===== config.mk =====
export PLATFORM = sky130hd
export DESIGN_NAME = button_debouncer_multi
export DESIGN_NICKNAME = d
export VERILOG_FILES = /design/src/rtl/button_debouncer_multi.sv
export SDC_FILE = /design/constraint.sdc
export NUM_CORES = 1
export LEC_CHECK = 0
export ABC_CLOCK_PERIOD_IN_PS = 2200
export CAP_MARGIN = 10
export CELL_PAD_IN_SITES_DETAIL_PLACEMENT = 1
export CELL_PAD_IN_SITES_GLOBAL_PLACEMENT = 1
export CORE_MARGIN = 3
export CORE_UTILIZATION = 45
export DETAILED_ROUTE_END_ITERATION = 6
export PLACE_DENSITY = 0.71
export SKIP_CTS_REPAIR_TIMING = 1
export SYNTH_ARGS = -nofsm -noshare
export SYNTH_HDL_FRONTEND = slang
export SYNTH_SLANG_ARGS = --single-unit

===== constraint.sdc =====
create_clock -name clk -period 2.2 [get_ports clk]
set_input_delay 0.44 -clock clk [delete_from_list [all_inputs] [get_ports clk]]
set_output_delay 0.44 -clock clk [all_outputs]
set_load 0.01 [all_outputs]

===== src/rtl/button_debouncer_multi.sv =====
// Purpose: debounces NUM_CH button pins with symmetric press/release filtering and strobes.
// Latency: SYNC_STAGES + DEBOUNCE_CLK_CNT cycles from pin change to btn_debounced change.
// Backpressure: none; the outputs are free-running registered levels and one-cycle strobes.
module button_debouncer_multi #(
    parameter int NUM_CH             = 4,
    parameter int DEBOUNCE_CLK_CNT   = 65536,
    parameter int SYNC_STAGES        = 2,
    parameter int ACTIVE_LOW_IN      = 0,
    parameter int LONG_PRESS_CLK_CNT = 0
) (
    input  logic              clk,
    input  logic              reset,
    input  logic [NUM_CH-1:0] btn_in,
    output logic [NUM_CH-1:0] btn_debounced,
    output logic [NUM_CH-1:0] btn_press,
    output logic [NUM_CH-1:0] btn_release,
    output logic [NUM_CH-1:0] btn_long
);

    // A single-cycle debounce window still needs a 1-bit counter to keep widths legal.
    localparam int              CNT_W    = (DEBOUNCE_CLK_CNT > 1) ? $clog2(DEBOUNCE_CLK_CNT) : 1;
    localparam logic [CNT_W-1:0] CNT_MAX = CNT_W'(DEBOUNCE_CLK_CNT - 1);
    // Pin level meaning "not pressed"; also the polarity flip applied after the synchroniser.
    localparam logic            IDLE_PIN = (ACTIVE_LOW_IN != 0);

    genvar i;
    generate
        for (i = 0; i < NUM_CH; i++) begin : g_ch
            logic [SYNC_STAGES-1:0] sync_q;
            logic                   sample;
            logic [CNT_W-1:0]       cnt_q;
            logic                   deb_q;
            logic                   press_q;
            logic                   rel_q;

            // Metastability chain; reset to the idle pin level so no false edge follows reset.
            always_ff @(posedge clk or negedge reset) begin
                if (!reset) begin
                    sync_q <= {SYNC_STAGES{IDLE_PIN}};
                end else begin
                    sync_q <= {sync_q[SYNC_STAGES-2:0], btn_in[i]};
                end
            end

            assign sample = sync_q[SYNC_STAGES-1] ^ IDLE_PIN;

            // Accept a new level only after DEBOUNCE_CLK_CNT consecutive differing samples;
            // any sample matching the current level throws away all progress.
            always_ff @(posedge clk or negedge reset) begin
                if (!reset) begin
                    cnt_q   <= '0;
                    deb_q   <= 1'b0;
                    press_q <= 1'b0;
                    rel_q   <= 1'b0;
                end else begin
                    press_q <= 1'b0;
                    rel_q   <= 1'b0;
                    if (sample == deb_q) begin
                        cnt_q <= '0;
                    end else if (cnt_q == CNT_MAX) begin
                        deb_q   <= sample;
                        cnt_q   <= '0;
                        press_q <= sample;
                        rel_q   <= ~sample;
                    end else begin
                        cnt_q <= cnt_q + 1'b1;
                    end
                end
            end

            assign btn_debounced[i] = deb_q;
            assign btn_press[i]     = press_q;
            assign btn_release[i]   = rel_q;

            if (LONG_PRESS_CLK_CNT > 0) begin : g_long
                localparam int               HOLD_W   = $clog2(LONG_PRESS_CLK_CNT + 1);
                localparam logic [HOLD_W-1:0] HOLD_MAX = HOLD_W'(LONG_PRESS_CLK_CNT);
                logic [HOLD_W-1:0] hold_q;
                logic              long_q;

                // Count held cycles, saturating at the threshold so the strobe fires once per press.
                always_ff @(posedge clk or negedge reset) begin
                    if (!reset) begin
                        hold_q <= '0;
                        long_q <= 1'b0;
                    end else begin
                        long_q <= 1'b0;
                        if (!deb_q) begin
                            hold_q <= '0;
                        end else if (hold_q != HOLD_MAX) begin
                            hold_q <= hold_q + 1'b1;
                            long_q <= (hold_q == HOLD_MAX - 1'b1);
                        end
                    end
                end

                assign btn_long[i] = long_q;
            end else begin : g_no_long
                assign btn_long[i] = 1'b0;
            end
        end
    endgenerate

endmodule


==> results of run 1 <==
## state kept, by name (all words and copies together) (netlist names)
name	cells
g_ch.deb_q	4
g_ch.sync_q	8
g_ch.rel_q	4
g_ch.press_q	4
g_ch.cnt_q	64
## per-stage QoR
stage	utilization, %	hold WS (ns)	worst slack (ns)	total power, mW	instance area (sq um)
2_1_floorplan	-	0.1444	0.4736	1.682	3923
3_3_place_gp	49.13	0.3335	0.4161	1.731	4098
3_5_place_dp	49.13	0.3418	0.3714	1.736	4098
4_1_cts	51.02	0.02106	0.3559	2.696	4255
5_1_grt	51.02	0.02593	0.2213	2.781	4255
6_report	51.02	0.02416	0.3712	2.640	4255
## worst max-delay path: cells and delay by family, from the launching register on
| kind | cells | cell delay, ns |
|---|---|---|
| DFF | 1 | 0.39 |
| muxes | 1 | 0.31 |
| and+or+nand+nor | 2 | 0.79 |
| adders and majority gates | 1 | 0.22 |
## path summary, 6_finish.rpt
check | start | to | slack (ns) | cells past startpoint
min in group clk | g_ch[3].sync_q[0]$_DFF_PN0_ | g_ch[3].sync_q[1]$_DFF_PN0_ | 0.35 | 0
worst max register to register | g_ch[3].cnt_q[0]$_DFF_PN0_ | g_ch[3].deb_q$_DFFE_PN0P_ | 0.37 | 4
worst min-delay path | reset | g_ch[2].cnt_q[7]$_DFF_PN0_ | 0.02 | 1
worst max-delay path | g_ch[3].cnt_q[0]$_DFF_PN0_ | g_ch[3].deb_q$_DFFE_PN0P_ | 0.37 | 4
max in group asynchronous | reset | g_ch[3].cnt_q[9]$_DFF_PN0_ | 1.61 | 2
worst min register to register | g_ch[3].sync_q[0]$_DFF_PN0_ | g_ch[3].sync_q[1]$_DFF_PN0_ | 0.35 | 0
## cell type report
class,count,area [sq um],area share (%)
multi-input combinational,245,1609,37.81
tap,105,131.4,3.087
sequential,84,2102,49.40
inverter,14,52.55,1.235
timing repair buffer,20,202.7,4.763
clock buffer,10,127.6,2.999
clock inverter,5,30.03,0.7057
## cell families (layout without fill, tap and decap cells)
kind of cell    Yosys count  after routing  synth area share [%]
compound gates            1              1                0.2559
other cells               1              4               0.09588
fa+ha+maj                 4              4                 1.280
mux                       4              4                 1.439
buf+inv                  34             49                 5.406
flops                    84             84                 53.74
xor+xnor                 60             60                 13.44
simple gates            172            172                 24.34
## cells in the mapped netlist
master / n / share of area [%]
a41o_1: 1 / 0.26
and3_1: 2 / 0.32
and4_1: 2 / 0.45
buf_2: 1 / 0.13
buf_4: 16 / 3.1
buf_6: 3 / 0.86
conb_1: 1 / 0.096
dfrtp_1: 84 / 54
ha_1: 4 / 1.3
inv_1: 14 / 1.3
mux2_2: 1 / 0.29
mux2_4: 3 / 1.2
nand2_1: 12 / 1.2
nand2b_4: 3 / 1.1
nand3_1: 17 / 2.2
nand3_2: 3 / 0.77
nand4_1: 12 / 1.9
nand4_4: 5 / 2.7
nor2_1: 77 / 7.4
nor2b_1: 1 / 0.16
nor3_1: 15 / 1.9
nor3b_1: 8 / 1.5
nor4_1: 12 / 1.9
or4_4: 3 / 0.86
xnor2_1: 52 / 12
xor2_1: 8 / 1.8
## metal layers
metal	share of wire [%]	vias to the layer above	global-route usage, %
li1	-	1204	-
met1	47	1263	21.38
met2	49	31	25.57
met3	2.5	14	3.997
met4	2.0	0	6.933
met5	0	-	0
## power groups by stage
stage | registers [mW] | logic [mW] | clock network [mW]
2_1_floorplan | 1.62 | 0.0644 | 0
6_report | 1.59 | 0.109 | 0.939
3_5_place_dp | 1.62 | 0.113 | 0
3_3_place_gp | 1.62 | 0.110 | 0
4_1_cts | 1.59 | 0.114 | 0.990
5_1_grt | 1.60 | 0.126 | 1.06
==> flow_summary.json, run 1 <==
{
  "grt_first_pass_wirelength_um": 12620,
  "crit_chain": "ha_1, nand3_2, or4_4, mux2_4",
  "routed_via_density": 5.201,
  "p_per_area_mw_per_mm2": 620.4,
  "peakVddDrop_mv": 0.3423,
  "critical_path_class": "flop to flop",
  "antenna_found_initial": 0,
  "drc_errors": 0,
  "cap_violations": 0,
  "required_ns": 2.44,
  "p_int_mw": 2.004,
  "synth_cells": 360,
  "core_sq_mm": 0.008341,
  "gr-total-overflow": 0,
  "placed_cells": 468,
  "p_leak_nw": 1.780,
  "synth_cell_types": 26,
  "switchingPower_uw": 636.3,
  "vias": 2512,
  "seqPwrFrac_pct": 60.3,
  "critPathMaxFanout": 7,
  "swShare_pct": 24.10,
  "grt_pass1_vias": 2618,
  "endpoint_kind": "flop",
  "die-area_sq_mm": 0.009847,
  "fmax_mhz": 546.8,
  "groute.usage.overall_pct": 16.22,
  "clock_latency_ns": 0.35,
  "grt_start_max_net_pins": 42,
  "finalSetupViolations": 0,
  "io_buffer_count": 17,
  "detail-route-antenna-nets": 0,
  "htree_levels": 3,
  "synth.avg_cell_area_sq_um": 10.86,
  "layout.nets": 384,
  "final_cell_mix": "84 x dfrtp_1, 77 x nor2_1, 52 x xnor2_1",
  "ctsRootBufferMaster": "clkbuf_8",
  "p_clk_share_pct": 35.6,
  "ys_ff_latch": 84,
  "hp-class": "input port to asynchronous set/reset pin",
  "post-route-min-period_ns": 1.829,
  "worstPathArrival_ns": 2.07,
  "hold_violations": 0,
  "clockBufferDepth": 2,
  "fin_skew_ns": 0.01209,
  "final_common_cell": "dfrtp_1",
  "finalWeightedCongestion": 0.7272,
  "timing.setup.tns_ns": 0,
  "fp-row-count": 33,
  "status": "finished clean",
  "die_y_um": 99.23,
  "synth_area_sq_mm": 0.003911,
  "drv_slew": 0,
  "ys_warn_count": 0,
  "drtIter0Drc": 51,
  "cts_tree": "done",
  "wl_um": 7082,
  "wl_per_cell_um": 14.66,
  "die_w_um": 99.23,
  "numCtsBuffers": 9,
  "cts_sinks": 84,
  "seq_area_frac_synth_pct": 53.74,
  "finalCritPeriodShare_pct": 83.13,
  "slowest_stage": "or4_4",
  "combPwrFrac_pct": 4.1,
  "nFillCells": 904,
  "dp_hpwl_um": 5006,
  "slowest_delay_ns": 0.62,
  "clkSlewWorstSetupHoldPaths_ns": 0.09,
  "crit_path_start_kind": "flop",
  "area_delta_synth_final_pct": 8.797,
  "layout.cells.non_filler": 483,
  "drtPass1Iterations": 4,
  "rsz0062_at_grt": "no",
  "start_util_pct": 46.89,
  "diodes": 0,
  "drive_gt1_share_pct": 9.524,
  "ios": 22
}
(Power assumes the default switching activity.)
==> run 2: changes to the inputs <==
Settings changed: ABC_CLOCK_PERIOD_IN_PS 2200 to 1700.
Clock period 2.2 ns to 1.7 ns, I/O delays scaled along.
==> flow_summary.json, run 2 (synthesis gave the netlist of run 1 again) <==
{
  "fp-row-count": 33,
  "critical_path_class": "flop to primary output",
  "path_buf_inv": 1,
  "layout.nets": 401,
  "r2r_setup_slack_ns": 0.07,
  "start_util_pct": 46.89,
  "hp-class": "input port to asynchronous set/reset pin",
  "seqPwrFrac_pct": 54.7,
  "endpoint_kind": "primary output",
  "r2r-end": "g_ch[3].deb_q$_DFFE_PN0P_",
  "clock_latency_ns": 0.35,
  "reg.largest.list": "g_ch.cnt_q x64, g_ch.sync_q x8",
  "finalSetupViolations": 0,
  "wl_per_cell_um": 15.07,
  "cap_violations": 0,
  "drc_errors": 0,
  "hold_violations": 0,
  "drtIter0Drc": 102,
  "cts_tree": "done",
  "regMostFlops": "g_ch.cnt_q",
  "final_cell_mix": "82 x dfrtp_1, 76 x nor2_1, 52 x xnor2_1",
  "timing.setup.tns_ns": 0,
  "finalCritPeriodShare_pct": 95.92,
  "die_w_um": 99.23,
  "diodes": 0,
  "placed_cells": 480,
  "p_int_mw": 2.948,
  "final_common_cell": "dfrtp_1",
  "p_clk_share_pct": 41.4,
  "ctsRootBufferMaster": "clkbuf_8",
  "dp_hpwl_um": 5114,
  "drv_slew": 0,
  "p_leak_nw": 1.943,
  "finalWeightedCongestion": 0.8268,
  "combPwrFrac_pct": 3.8,
  "layout.cells.non_filler": 501,
  "switchingPower_uw": 817.8,
  "gr-total-overflow": 0,
  "die-area_sq_mm": 0.009847,
  "fin_skew_ns": 0.009503,
  "crit_chain": "clkdlybuf4s50_1",
  "swShare_pct": 21.72,
  "multiInputGateArea_sq_mm": 0.001623,
  "fmax_mhz": 613.2,
  "peakVddDrop_mv": 0.3942,
  "worstPathArrival_ns": 1.29,
  "core_sq_mm": 0.008341,
  "register_area_sq_mm": 0.002105,
  "crit_path_start_kind": "flop",
  "largest_reg_flops": 64,
  "area_delta_synth_final_pct": 14.20,
  "cts_sinks": 84,
  "numCtsBuffers": 9,
  "slowest_stage": "clkdlybuf4s50_1",
  "antenna_found_initial": 0,
  "htree_levels": 3,
  "drive_gt1_share_pct": 14.65,
  "detail-route-antenna-nets": 0,
  "io_buffer_count": 17,
  "wl_um": 7550,
  "final_design_area_no_fill_sq_mm": 0.004467,
  "clkSlewWorstSetupHoldPaths_ns": 0.08,
  "reg2reg_depth": 4,
  "grt_pass1_vias": 2818,
  "grt_start_max_net_pins": 85,
  "die_y_um": 99.23,
  "groute.usage.overall_pct": 16.78,
  "required_ns": 1.36,
  "vias": 2566,
  "nFillCells": 924,
  "p_per_area_mw_per_mm2": 843.1,
  "status": "finished clean",
  "routed_via_density": 5.122,
  "slowest_delay_ns": 0.56,
  "drtPass1Iterations": 4,
  "rr_startpoint": "g_ch[3].cnt_q[0]$_DFF_PN0_",
  "ios": 22,
  "cp_top_family": "buffers and inverters",
  "critPathMaxFanout": 4,
  "clockBufferDepth": 2,
  "place_area_sq_mm": 0.004188,
  "grt_first_pass_wirelength_um": 13210,
  "post-route-min-period_ns": 1.631
}
[run 2: changes by cell type in the layout (fill, tap and decap cells not counted), moves of 2 or more]
cell             delta
clkdlybuf4s50_1     -3
dfrtp_1             -2
clkinv_2            -2
buf_4              +17
bufinv_16           +2
dfrtp_2             +2
dlymetal6s2s_1      +3
[run 2: power groups by stage]
| stage | Sequential, mW | Combinational (mW) | Clock, mW |
|---|---|---|---|
| 3_3_place_gp | 2.10 | 0.145 | 0 |
| 5_1_grt | 2.07 | 0.167 | 1.71 |
| 2_1_floorplan | 2.09 | 0.0834 | 0 |
| 3_5_place_dp | 2.10 | 0.148 | 0 |
| 6_report | 2.06 | 0.144 | 1.56 |
| 4_1_cts | 2.06 | 0.152 | 1.63 |
[run 2: per-layer routing]
layer	track usage, %	wire length [um]	vias up
li1	-	-	1234
met1	20.84	3310	1302
met2	28.20	3922	23
met3	5.259	228	7
met4	4.937	88	0
met5	0	0	-
[run 2: how the worst max path moves through the flow]
| stage | to | from | slack (ns) | depth (start not counted) |
|---|---|---|---|---|
| floorplan | g_ch[1].deb_q$_DFFE_PN0P_ | g_ch[1].cnt_q[0]$_DFF_PN0_ | 0.09 | 4 |
| global placement | g_ch[1].deb_q$_DFFE_PN0P_ | g_ch[1].cnt_q[0]$_DFF_PN0_ | 0.13 | 4 |
| detailed placement | g_ch[2].deb_q$_DFFE_PN0P_ | g_ch[2].cnt_q[0]$_DFF_PN0_ | 0.04 | 5 |
| CTS | btn_debounced[0] | g_ch[0].deb_q$_DFFE_PN0P_ | -0.08 | 1 |
| global route | g_ch[2].deb_q$_DFFE_PN0P_ | g_ch[2].cnt_q[0]$_DFF_PN0_ | -0.02 | 5 |
| finish | btn_debounced[2] | g_ch[2].deb_q$_DFFE_PN0P_ | 0.07 | 1 |
[run 2: per-stage QoR]
step / setup slack, ns / power, mW / util (%) / hold slack [ns]
after floorplan: 0.09459 / 2.177 / - / 0.04441
after global placement: 0.1340 / 2.243 / 50.21 / 0.3359
after detailed placement: 0.03988 / 2.249 / 50.21 / 0.3378
after CTS: -0.08239 / 3.844 / 52.82 / 0.02037
after global routing: -0.01937 / 3.945 / 53.56 / 0.03419
final: 0.06930 / 3.766 / 53.56 / 0.004817
[run 2: final cells by class]
type | instances | area share, %
inverter | 14 | 1.176
tap | 105 | 2.941
multi-input combinational | 245 | 36.33
clock buffer | 12 | 3.249
clock inverter | 4 | 1.625
sequential | 84 | 47.11
timing repair buffer | 37 | 7.563
==> run 3: changes to the inputs <==
Settings changed: MAX_ROUTING_LAYER from default to met4.
==> flow_summary.json, run 3 (synthesis gave the netlist of run 1 again) <==
{
  "start_util_pct": 46.89,
  "layout.nets": 401,
  "drive_gt1_share_pct": 14.65,
  "hp-class": "input port to asynchronous set/reset pin",
  "io_buffer_count": 17,
  "clkSlewWorstSetupHoldPaths_ns": 0.09,
  "detail-route-antenna-nets": 0,
  "post-route-min-period_ns": 1.631,
  "highest_layer": "met4",
  "drtPass1Iterations": 4,
  "dr_wl_met2_um": 3924,
  "routed_via_density": 5.126,
  "grt_start_max_net_pins": 85,
  "die_y_um": 99.23,
  "finalWeightedCongestion": 0.8393,
  "worstPathArrival_ns": 1.86,
  "pre_cts_ws_ns": 0.03988,
  "grt_pass1_vias": 2822,
  "gr-total-overflow": 0,
  "cap_violations": 0,
  "diodes": 0,
  "dp_hpwl_um": 5114,
  "groute.usage.overall_pct": 17.27,
  "drv_slew": 0,
  "clockBufferDepth": 2,
  "wl_per_cell_um": 15.08,
  "setup_slack_ns": 0.06881,
  "fin_skew_ns": 0.01288,
  "p_leak_nw": 1.943,
  "hold_ws_ns": 0.004994,
  "endpoint_kind": "flop",
  "ios": 22,
  "finalSetupViolations": 0,
  "peakVddDrop_mv": 0.3942,
  "timing.setup.tns_ns": 0,
  "required_ns": 1.93,
  "fmax_mhz": 613.0,
  "regMostFlops": "g_ch.cnt_q",
  "vias": 2568,
  "reg.largest.list": "g_ch.cnt_q x64, g_ch.sync_q x8",
  "clock_latency_ns": 0.35,
  "nFillCells": 924,
  "cts_tree": "done",
  "area_delta_synth_final_pct": 14.20,
  "p_per_area_mw_per_mm2": 844.1,
  "die-area_sq_mm": 0.009847,
  "ctsRootBufferMaster": "clkbuf_8",
  "fp-row-count": 33,
  "postLayoutCoreUtil_pct": 53.56,
  "critical_path_class": "flop to flop",
  "grt_first_pass_wirelength_um": 13190,
  "wl_um": 7556,
  "finalCritPeriodShare_pct": 95.95,
  "hold_violations": 0,
  "final_cell_mix": "82 x dfrtp_1, 76 x nor2_1, 52 x xnor2_1",
  "numCtsBuffers": 9,
  "critPathMaxFanout": 4,
  "antenna_found_initial": 0,
  "status": "finished clean",
  "drc_errors": 0,
  "cts_sinks": 84,
  "final_common_cell": "dfrtp_1",
  "wl_met3_um": 228,
  "drtIter0Drc": 105,
  "largest_reg_flops": 64,
  "drt-met1-wl_um": 3314,
  "core_sq_mm": 0.008341,
  "htree_levels": 3,
  "die_w_um": 99.23,
  "crit_path_start_kind": "flop"
}
[run 3: worst paths after layout]
| kind | from | endpoint | slack (ns) | depth (start not counted) |
|---|---|---|---|---|
| max in group asynchronous | reset | g_ch[1].deb_q$_DFFE_PN0P_ | 1.30 | 2 |
| setup / recovery | g_ch[3].cnt_q[0]$_DFF_PN0_ | g_ch[3].deb_q$_DFFE_PN0P_ | 0.07 | 4 |
| hold / removal | reset | g_ch[0].cnt_q[10]$_DFF_PN0_ | 0.005 | 2 |
| hold reg to reg | g_ch[0].sync_q[0]$_DFF_PN0_ | g_ch[0].sync_q[1]$_DFF_PN0_ | 0.35 | 0 |
| setup reg to reg | g_ch[3].cnt_q[0]$_DFF_PN0_ | g_ch[3].deb_q$_DFFE_PN0P_ | 0.07 | 4 |
| min in group clk | g_ch[0].sync_q[0]$_DFF_PN0_ | g_ch[0].sync_q[1]$_DFF_PN0_ | 0.35 | 0 |
[run 3: per-stage QoR]
stage / power (mW) / instance area [sq um] / cells
global placement: 2.243 / 4188 / 480
floorplan: 2.177 / 3923 / 363
finish: 3.770 / 4467 / 501
global route: 3.945 / 4467 / 501
CTS: 3.844 / 4405 / 496
detailed placement: 2.249 / 4188 / 480
[run 3: cell type report]
type	count	area, sq um	area share (%)
flip-flops and latches	84	2105	47.11
multi-input cells	245	1623	36.33
repair buffers	37	337.8	7.563
clock buffers	12	145.1	3.249
well taps	105	131.4	2.941
clock inverters	4	72.57	1.625
inverters	14	52.55	1.176
[run 3: worst max-delay path, stage by stage (launching register included)]
cell and delay [ns]:
dfrtp_1 0.40, ha_1 0.23, nand3_2 0.09, or4_4 0.47, mux2_4 0.32
[run 3: power breakdown]
| group | internal (mW) | leakage [nW] | switching [mW] |
|---|---|---|---|
| clock network | 0.867 | 0.107 | 0.698 |
| registers | 2.03 | 1.14 | 0.0320 |
| logic | 0.0522 | 0.694 | 0.0923 |
[run 3: per-layer routing]
layer	vias up	track usage (%)
met5	-	-
met1	1304	20.84
met3	7	5.259
li1	1234	-
met4	0	4.937
met2	23	28.15
